### src/rtl/con_event_queue.sv
// SNES controller event queue: turns changes in the polled controller word into
// press/release events, one per changed bit, drained through a show-ahead valid/ready FIFO.
module con_event_queue #(
    parameter int unsigned DEPTH = 16
) (
    input  logic                     clock,
    input  logic                     reset,
    input  logic [15:0]              con_state,
    output logic                     evt_valid,
    output logic [4:0]               evt_data,
    input  logic                     evt_ready,
    output logic [$clog2(DEPTH):0]   evt_count,
    output logic [15:0]              held,
    output logic                     overflow,
    input  logic                     ovf_clr
);

    localparam int unsigned AW = $clog2(DEPTH);
    localparam int unsigned CW = AW + 1;

    localparam logic StIdle = 1'b0;
    localparam logic StScan = 1'b1;

    logic          state_q, state_d;
    logic [15:0]   snap_q, snap_d;
    logic [15:0]   pend_q, pend_d;
    logic [15:0]   nxt_q, nxt_d;
    logic [15:0]   held_q;
    logic          ovf_q, ovf_d;
    logic [AW-1:0] wr_ptr_q, wr_ptr_d;
    logic [AW-1:0] rd_ptr_q, rd_ptr_d;
    logic [CW-1:0] count_q, count_d;
    logic [4:0]    mem_q [DEPTH];

    logic [3:0]    idx;
    logic          last_bit;
    logic          full;
    logic          scanning;
    logic          push;
    logic          drop;
    logic          pop;
    logic [4:0]    evt_new;

    // Lowest set bit of the pending mask selects the next event.
    always_comb begin
        idx = 4'd0;
        for (int i = 15; i >= 0; i--) begin
            if (pend_q[i]) begin
                idx = 4'(i);
            end
        end
    end

    assign last_bit = (pend_q & ~(16'h0001 << idx)) == 16'h0000;
    assign evt_new  = {~nxt_q[idx], idx};
    assign scanning = (state_q == StScan);
    // Room is judged on the current count only; a same-cycle pop does not make space.
    assign full     = (count_q == CW'(DEPTH));
    assign push     = scanning && !full;
    assign drop     = scanning && full;
    assign pop      = evt_valid && evt_ready;

    always_comb begin
        state_d  = state_q;
        snap_d   = snap_q;
        pend_d   = pend_q;
        nxt_d    = nxt_q;
        ovf_d    = ovf_q;
        wr_ptr_d = wr_ptr_q;
        rd_ptr_d = rd_ptr_q;
        count_d  = count_q + CW'(push) - CW'(pop);

        case (state_q)
            StIdle: begin
                if (con_state != snap_q) begin
                    pend_d  = con_state ^ snap_q;
                    nxt_d   = con_state;
                    state_d = StScan;
                end
            end
            default: begin
                pend_d[idx] = 1'b0;
                if (last_bit) begin
                    snap_d  = nxt_q;
                    state_d = StIdle;
                end
            end
        endcase

        if (push) begin
            wr_ptr_d = wr_ptr_q + AW'(1);
        end
        if (pop) begin
            rd_ptr_d = rd_ptr_q + AW'(1);
        end

        if (drop) begin
            ovf_d = 1'b1;
        end else if (ovf_clr) begin
            ovf_d = 1'b0;
        end
    end

    always_ff @(posedge clock) begin
        if (reset) begin
            state_q  <= StIdle;
            snap_q   <= 16'hFFFF;
            pend_q   <= 16'h0000;
            nxt_q    <= 16'hFFFF;
            held_q   <= 16'h0000;
            ovf_q    <= 1'b0;
            wr_ptr_q <= '0;
            rd_ptr_q <= '0;
            count_q  <= '0;
        end else begin
            state_q  <= state_d;
            snap_q   <= snap_d;
            pend_q   <= pend_d;
            nxt_q    <= nxt_d;
            held_q   <= ~snap_d;
            ovf_q    <= ovf_d;
            wr_ptr_q <= wr_ptr_d;
            rd_ptr_q <= rd_ptr_d;
            count_q  <= count_d;
        end
    end

    always_ff @(posedge clock) begin
        if (push) begin
            mem_q[wr_ptr_q] <= evt_new;
        end
    end

    assign evt_valid = (count_q != '0);
    assign evt_data  = evt_valid ? mem_q[rd_ptr_q] : 5'h00;
    assign evt_count = count_q;
    assign held      = held_q;
    assign overflow  = ovf_q;

endmodule
### config.mk
export PLATFORM = sky130hd
export DESIGN_NAME = con_event_queue
export DESIGN_NICKNAME = d
export VERILOG_FILES = /design/src/rtl/con_event_queue.sv
export SDC_FILE = /design/constraint.sdc
export NUM_CORES = 1
export LEC_CHECK = 0
export CAP_MARGIN = 10
export CORE_UTILIZATION = 59
export DETAILED_ROUTE_END_ITERATION = 10
export GPL_TIMING_DRIVEN = 0
export PLACE_DENSITY = 0.76
export SETUP_SLACK_MARGIN = 0.1
export SLEW_MARGIN = 20
export SYNTH_ARGS = -nofsm -noshare
export SYNTH_HDL_FRONTEND = slang
export SYNTH_SLANG_ARGS = --single-unit
### constraint.sdc
create_clock -name clock -period 3.3 [get_ports clock]
set_input_delay 0.66 -clock clock [delete_from_list [all_inputs] [get_ports clock]]
set_output_delay 0.66 -clock clock [all_outputs]
set_load 0.01 [all_outputs]
After elaboration in Yosys (flattened, before gate mapping)
Memories as Yosys holds them, arrays and structs flattened. A register that Yosys moved wholly into a read port is not among the register bits.
Cells that the tools add are included.

cells by class
  bitwise logic cells = 8
  muxes and demuxes = 34
  equality and inequality tests = 2
  $lt $le $gt $ge = 2
  add/subtract/negate cells = 4
  reduce and logical (&&, ||, !) cells = 10
  shifts and indexed selects = 1

operators with widths
  cell                                                                   number
  4-bit 2-to-1 mux                                                       18
  16-bit 2-to-1 mux                                                      4
  16-bit inverter                                                        3
  16-bit bitwise AND                                                     2
  16-bit logical NOT                                                     1
  16-bit inequality test                                                 1
  1-bit by 4-bit << shifter with 16-bit output, first input constant     1
  16-bit XOR                                                             1
  1-bit 2-to-1 mux                                                       9
  4-bit by 1-bit adder with 4-bit output, second input constant          2
  5-bit by 1-bit adder with 5-bit output                                 1
  5-bit == test, second input constant                                   1
  4-bit by 5-bit < comparator with 1-bit output, second input constant   1
  5-bit 2-to-1 mux                                                       1
  5-bit nonzero test                                                     1
  5-bit by 1-bit subtractor with 5-bit output                            1
  1-bit binary-select mux with 4-bit select                              1
  1-bit demux with 4-bit select                                          1
  4-bit by 1-bit >= comparator with 1-bit output, second input constant  1
  1-bit logical AND                                                      4
  2-bit nonzero test                                                     2
  1-bit inverter                                                         2
  2-bit AND reduction                                                    1
  1-bit logical NOT                                                      1

storage, ports and cells
  input bits = 20
  bits in writable memories = 80
  output and inout bits = 28
  bits in registers = 79
  memories = 1

memories
  name   depth  width  rd ports  clocked after memory_dff  write ports  line  text
  mem_q  16     5      1         1                         1            33    logic [4:0] mem_q [DEPTH];

Logic depth before layout (Yosys ltp)
Gate-level depths: netlist (run 1).

  depth after elaboration = 23
  depth in mapped cells = 16

Worst setup path before layout (run 1)
No wires, ideal clock.

  path kind = register -> register
  start point = register state_q, in the netlist scanning
  end point = register count_q[4], in the netlist evt_count[4]
  clock period less this slack = 2765 ps
  stages on the path, launching flop included = 15
  arrival = 2694 ps
  buffers on the path = 1
  required time = 3229 ps
  slack = 535 ps
  library setup time = 71 ps
  path through = dfxtp_1 clkbuf_1 clkinv_1 nor2_1 inv_1 ha_1 inv_1 ha_1 inv_1 fa_1 inv_1 a21oi_1 nor2_1 or3_1 a21oi_1

on the way
  word-level cells in the longest chain between the ends = 3

ends and longest elaborated chain
  element                                      line  text
  start, declared                              24    logic state_q, state_d;
  start signal, assigned                       106   state_q <= StIdle;
  start signal, assigned                       116   state_q <= state_d;
  1-bit logical AND                            59    assign push = scanning && !full;
  5-bit by 1-bit adder with 5-bit output       71    count_d = count_q + CW'(push) - CW'(pop);
  5-bit by 1-bit subtractor with 5-bit output  71
  end signal, assigned                         124   count_q <= count_d;
  end, declared                                32    logic [CW-1:0] count_q, count_d;

No other way between the ends.
A chain may end at the register's enable or synchronous reset.

==> results_tabular.tex, run 1 <==
\begin{tabular}{lr}
\hline
Metric & Value \\
\hline
\multicolumn{2}{l}{\textbf{Die}} \\
Initial standard-cell utilization of the core & 61.8\% \\
Vertical die dimension & 112 um \\
Full die area & 0.0126 sq mm \\
I/O Pins & 48 \\
Die span in x & 112 um \\
Core area & 0.0116 sq mm \\
Cell Rows & 39 \\
\multicolumn{2}{l}{\textbf{Power and ir drop}} \\
Flop pwr share & 40.1\% \\
Net switching component of the power & 2.11 mW \\
P\_leak & 3.04 nW \\
IR drop worst, VDD & 0.544 mV \\
Combinational share of power & 31.9\% \\
Power per cell area & 771 mW/mm\^{}2 \\
Net switching share of the total power & 32.3\% \\
Clock network fraction of total power & 27.9\% \\
Internal power summed over all cells & 4.44 mW \\
\multicolumn{2}{l}{\textbf{Drt}} \\
DRC marker count from the first detailed-route iteration & 452 \\
Routed via count & 5182 \\
Number of DRC violations after detailed routing & 1 \\
DR vias/cell & 6.40 \\
DR pass1 iterations & 11 \\
Routed wire per std cell & 22.5 um \\
Count of antenna-violating nets left after detailed routing & 0 \\
Routed wire length & 18200 um \\
\multicolumn{2}{l}{\textbf{Logic synthesis}} \\
Most used DFF post-synth & sky130\_fd\_sc\_hd\_\_dfxtp\_1 \\
Cell count after synthesis & 586 \\
Seq/Total Area, Yosys & 56.7\% \\
Synth Warn \# & 0 \\
Mapped Area & 0.00717 sq mm \\
Mapped Nets & 618 \\
Area contributors post-synth & sky130\_fd\_sc\_hd\_\_edfxtp\_1, sky130\_fd\_sc\_hd\_\_dfxtp\_1, sky130\_fd\_sc\_hd\_\_mux4\_2, sky130\_fd\_sc\_hd\_\_and2\_1, sky130\_fd\_sc\_hd\_\_xor2\_1 \\
Async set-reset flop share out of synthesis & 0\% \\
Number of flops mapped to enable cells by yosys & 80 \\
Netlist cell types & 62 \\
Fraction of post-synthesis cell area in the top cell type by area & 33.5\% \\
Synthesis-stage register bit count & 163 \\
Synthesized area per cell & 12.2 sq um \\
Area leader, netlist & sky130\_fd\_sc\_hd\_\_edfxtp\_1 \\
\multicolumn{2}{l}{\textbf{Cells and area}} \\
Share of cells above drive strength 1 & 13.6\% \\
Number of nets at the end of the flow & 686 \\
Number of standard cells in the final layout excluding fillers & 810 \\
Area of all placed cells without fillers & 0.00849 sq mm \\
Layout area overhead & 18.4\% \\
Share of the core filled with cells in the final layout & 73.1\% \\
Inserted Diodes & 0 \\
\multicolumn{2}{l}{\textbf{Worst setup path}} \\
Number of cells on the worst reg-to-reg path & 8 \\
Arrival time worst endpoint & 2.48 ns \\
R2R Path Start & pend\_q[8] \\
Element type at the critical path end & output pin \\
Worst-case register-to-register setup slack & 0.29 ns \\
Worst Path Required & 2.64 ns \\
Path type of the worst setup path & reg -> out \\
Category of the worst setup path launch point & flip-flop \\
Biggest fanout along the worst timing path & 5 \\
\multicolumn{2}{l}{\textbf{Hold path}} \\
Endpoint with the worst hold slack & held[10] \\
Class of the tightest hold or removal check & reg -> reg \\
Worst hold path cell count & 1 \\
\multicolumn{2}{l}{\textbf{STA}} \\
Worst-Margin Slew & 1.10 ns \\
Share of the cycle needed by the critical path after routing & 95.1\% \\
Clock Skew & 0.00930 ns \\
Setup repair after global routing missed its margin & true \\
Maximum frequency from static timing analysis & 319 MHz \\
Worst rel slew slack & 26.5\% \\
Sum of negative setup slack & 0 ns \\
Final setup viols & 0 \\
Number of max-slew violations in the final report & 0 \\
Min cycle time layout & 3.14 ns \\
Fin. Hold Viols & 0 \\
\multicolumn{2}{l}{\textbf{Clock tree}} \\
TritonCTS clock tree & built \\
Worst-skew pair later-pin latency & 0.43 ns \\
H-tree lvl count & 4 \\
CTS sink count & 163 \\
Clock buffer count from CTS & 17 \\
Clk pin slew, worst setup/hold paths & 0.06 ns \\
Root buf cell & sky130\_fd\_sc\_hd\_\_clkbuf\_16 \\
Hold-fix buffers at CTS & 0 \\
Maximum buffer depth of the clock tree & 2 \\
\multicolumn{2}{l}{\textbf{Global route}} \\
Overall overflow remaining after global route & 0 \\
Global-route wire length before repair & 28300 um \\
Largest net degree at the start of global routing & 23 \\
Overall routing resource usage & 30.3\% \\
Vias in the first global route & 5212 \\
Antenna violations before repair & 0 \\
\multicolumn{2}{l}{\textbf{Placement}} \\
Placed Instance Area & 0.00782 sq mm \\
PortBufs & 46 \\
Detailed placer's ending HPWL & 12800 um \\
\# placed instances & 775 \\
Final weighted congestion of routability-driven global placement & 0.901 \\
\multicolumn{2}{l}{\textbf{Run status}} \\
Status & finished with violations \\
Failing checks & design-rule violations \\
\multicolumn{2}{l}{\textbf{Job}} \\
\# Max-Cap Violations & 0 \\
\hline
\end{tabular}
[layout by cell type, fill, tap and decap left out, drive strengths merged, types with 3 or more instances in the layout]
cell | synthesis | routed
or4 | 3 | 3
a31oi | 3 | 3
nand2b | 4 | 4
o2111a | 3 | 3
xnor2 | 3 | 3
dlygate4sd2 | 0 | 5
and3 | 7 | 7
mux4 | 25 | 25
xor2 | 22 | 22
a211o | 19 | 19
clkbuf | 31 | 54
and2 | 37 | 37
a221oi | 9 | 9
nor3 | 7 | 7
o311ai | 6 | 6
o31ai | 3 | 3
edfxtp | 80 | 80
a221o | 6 | 6
clkdlybuf4s50 | 0 | 41
nor4 | 12 | 12
nand3 | 6 | 6
inv | 23 | 23
o21ai | 6 | 6
a21oi | 30 | 31
a22oi | 3 | 3
ha | 11 | 11
buf | 5 | 6
a211oi | 3 | 3
or2 | 3 | 3
a21o | 12 | 12
nand2 | 31 | 31
a41o | 10 | 10
clkinv | 1 | 9
nand4 | 4 | 4
nor2 | 44 | 44
nor2b | 9 | 9
dfxtp | 83 | 83
[layout make-up]
class	instances	area [sq um]
Sequential cell	163	4070
Fill cell	801	3120
Multi-Input combinational cell	364	2950
Timing Repair Buffer	48	473
Clock buffer	22	464
Buffer	36	189
Tap cell	143	179
Inverter	24	91.3
Clock inverter	10	83.8
[worst max-delay path: stages, from the launching register on]
cell and delay (ns):
sky130_fd_sc_hd__dfxtp_4 0.39, sky130_fd_sc_hd__clkbuf_8 0.18, sky130_fd_sc_hd__mux4_2 0.52, sky130_fd_sc_hd__mux4_2 0.50, sky130_fd_sc_hd__nor2b_1 0.16, sky130_fd_sc_hd__dlygate4sd2_1 0.30
[logic make-up after synthesis]
logic type | count (synthesis) | synth area share (%)
simple gates | 173 | 13.0
flops | 163 | 56.7
compound gates | 125 | 13.5
buf+inv | 60 | 3.31
mux | 27 | 8.13
xor+xnor | 25 | 3.05
fa+ha+maj | 13 | 2.34
[stage by stage]
stage	setup slack, ns	hold slack, ns	power [mW]
after floorplan	0.535	0.446	3.91
after global placement	-0.392	0.459	4.57
after detailed placement	-0.190	0.461	4.63
after CTS	0.102	0.472	6.49
after global routing	0.0737	0.496	6.83
final	0.163	0.473	6.55
[how the worst max path moves through the flow]
stage                          start      endpoint  depth (start not counted)
final                      flip-flop   evt_data[3]                          5
after global routing      pend_q[11]       held[6]                          8
after CTS                  flip-flop   evt_data[3]                          5
after detailed placement   flip-flop   evt_data[4]                          5
after global placement    pend_q[11]   mem_q[4][4]                          7
after floorplan             scanning  evt_count[4]                         14
[what timing repair did]
action,in CTS,in global routing
setup endpoints to repair,27,50
resized for setup,21,9
hold endpoints to repair,0,0
pin swaps,0,1
setup buffers,0,0
cloned,1,2
[power by group through the flow]
stage	combinational [mW]	sequential [mW]	clock, mW
detailed placement	1.98	2.65	0
finish	2.09	2.63	1.83
CTS	2.03	2.62	1.83
global route	2.26	2.65	1.92
floorplan	1.28	2.63	0
global placement	1.92	2.64	0
[Yosys cell counts, types with 3 or more instances]
cell and number:
sky130_fd_sc_hd__nor2_1 44, sky130_fd_sc_hd__a21o_1 12, sky130_fd_sc_hd__a21oi_1 30, sky130_fd_sc_hd__a221oi_1 9, sky130_fd_sc_hd__edfxtp_1 80, sky130_fd_sc_hd__a31oi_1 3, sky130_fd_sc_hd__and3_1 7, sky130_fd_sc_hd__nand3_1 5
sky130_fd_sc_hd__a211o_1 19, sky130_fd_sc_hd__buf_2 4, sky130_fd_sc_hd__dfxtp_1 83, sky130_fd_sc_hd__xnor2_1 3, sky130_fd_sc_hd__nand2_1 30, sky130_fd_sc_hd__nor2b_1 9, sky130_fd_sc_hd__nand2b_1 4, sky130_fd_sc_hd__a41o_1 10
sky130_fd_sc_hd__or4_1 3, sky130_fd_sc_hd__a22oi_1 3, sky130_fd_sc_hd__nand4_1 4, sky130_fd_sc_hd__o21ai_0 6, sky130_fd_sc_hd__nor3_1 7, sky130_fd_sc_hd__inv_1 23, sky130_fd_sc_hd__xor2_1 22, sky130_fd_sc_hd__clkbuf_1 31
sky130_fd_sc_hd__a211oi_1 3, sky130_fd_sc_hd__a221o_1 6, sky130_fd_sc_hd__and2_1 36, sky130_fd_sc_hd__nor4_1 9, sky130_fd_sc_hd__ha_1 11, sky130_fd_sc_hd__mux4_2 25, sky130_fd_sc_hd__o311ai_0 5
[routing by layer]
metal	vias to the layer above	global-route usage [%]	routed length (um)
li1	2348	-	-
met2	243	52.6	9400
met3	35	5.62	1080
met4	0	11.9	459
met1	2556	37.6	7300
met5	-	0	0
(Power assumes the default switching activity.)
==> run 2, diff against run 1 <==
ABC_CLOCK_PERIOD_IN_PS = 3300   (was unset)
==> results of run 2 <==
Final layout, timing and power as in run 1 (identical DEF).
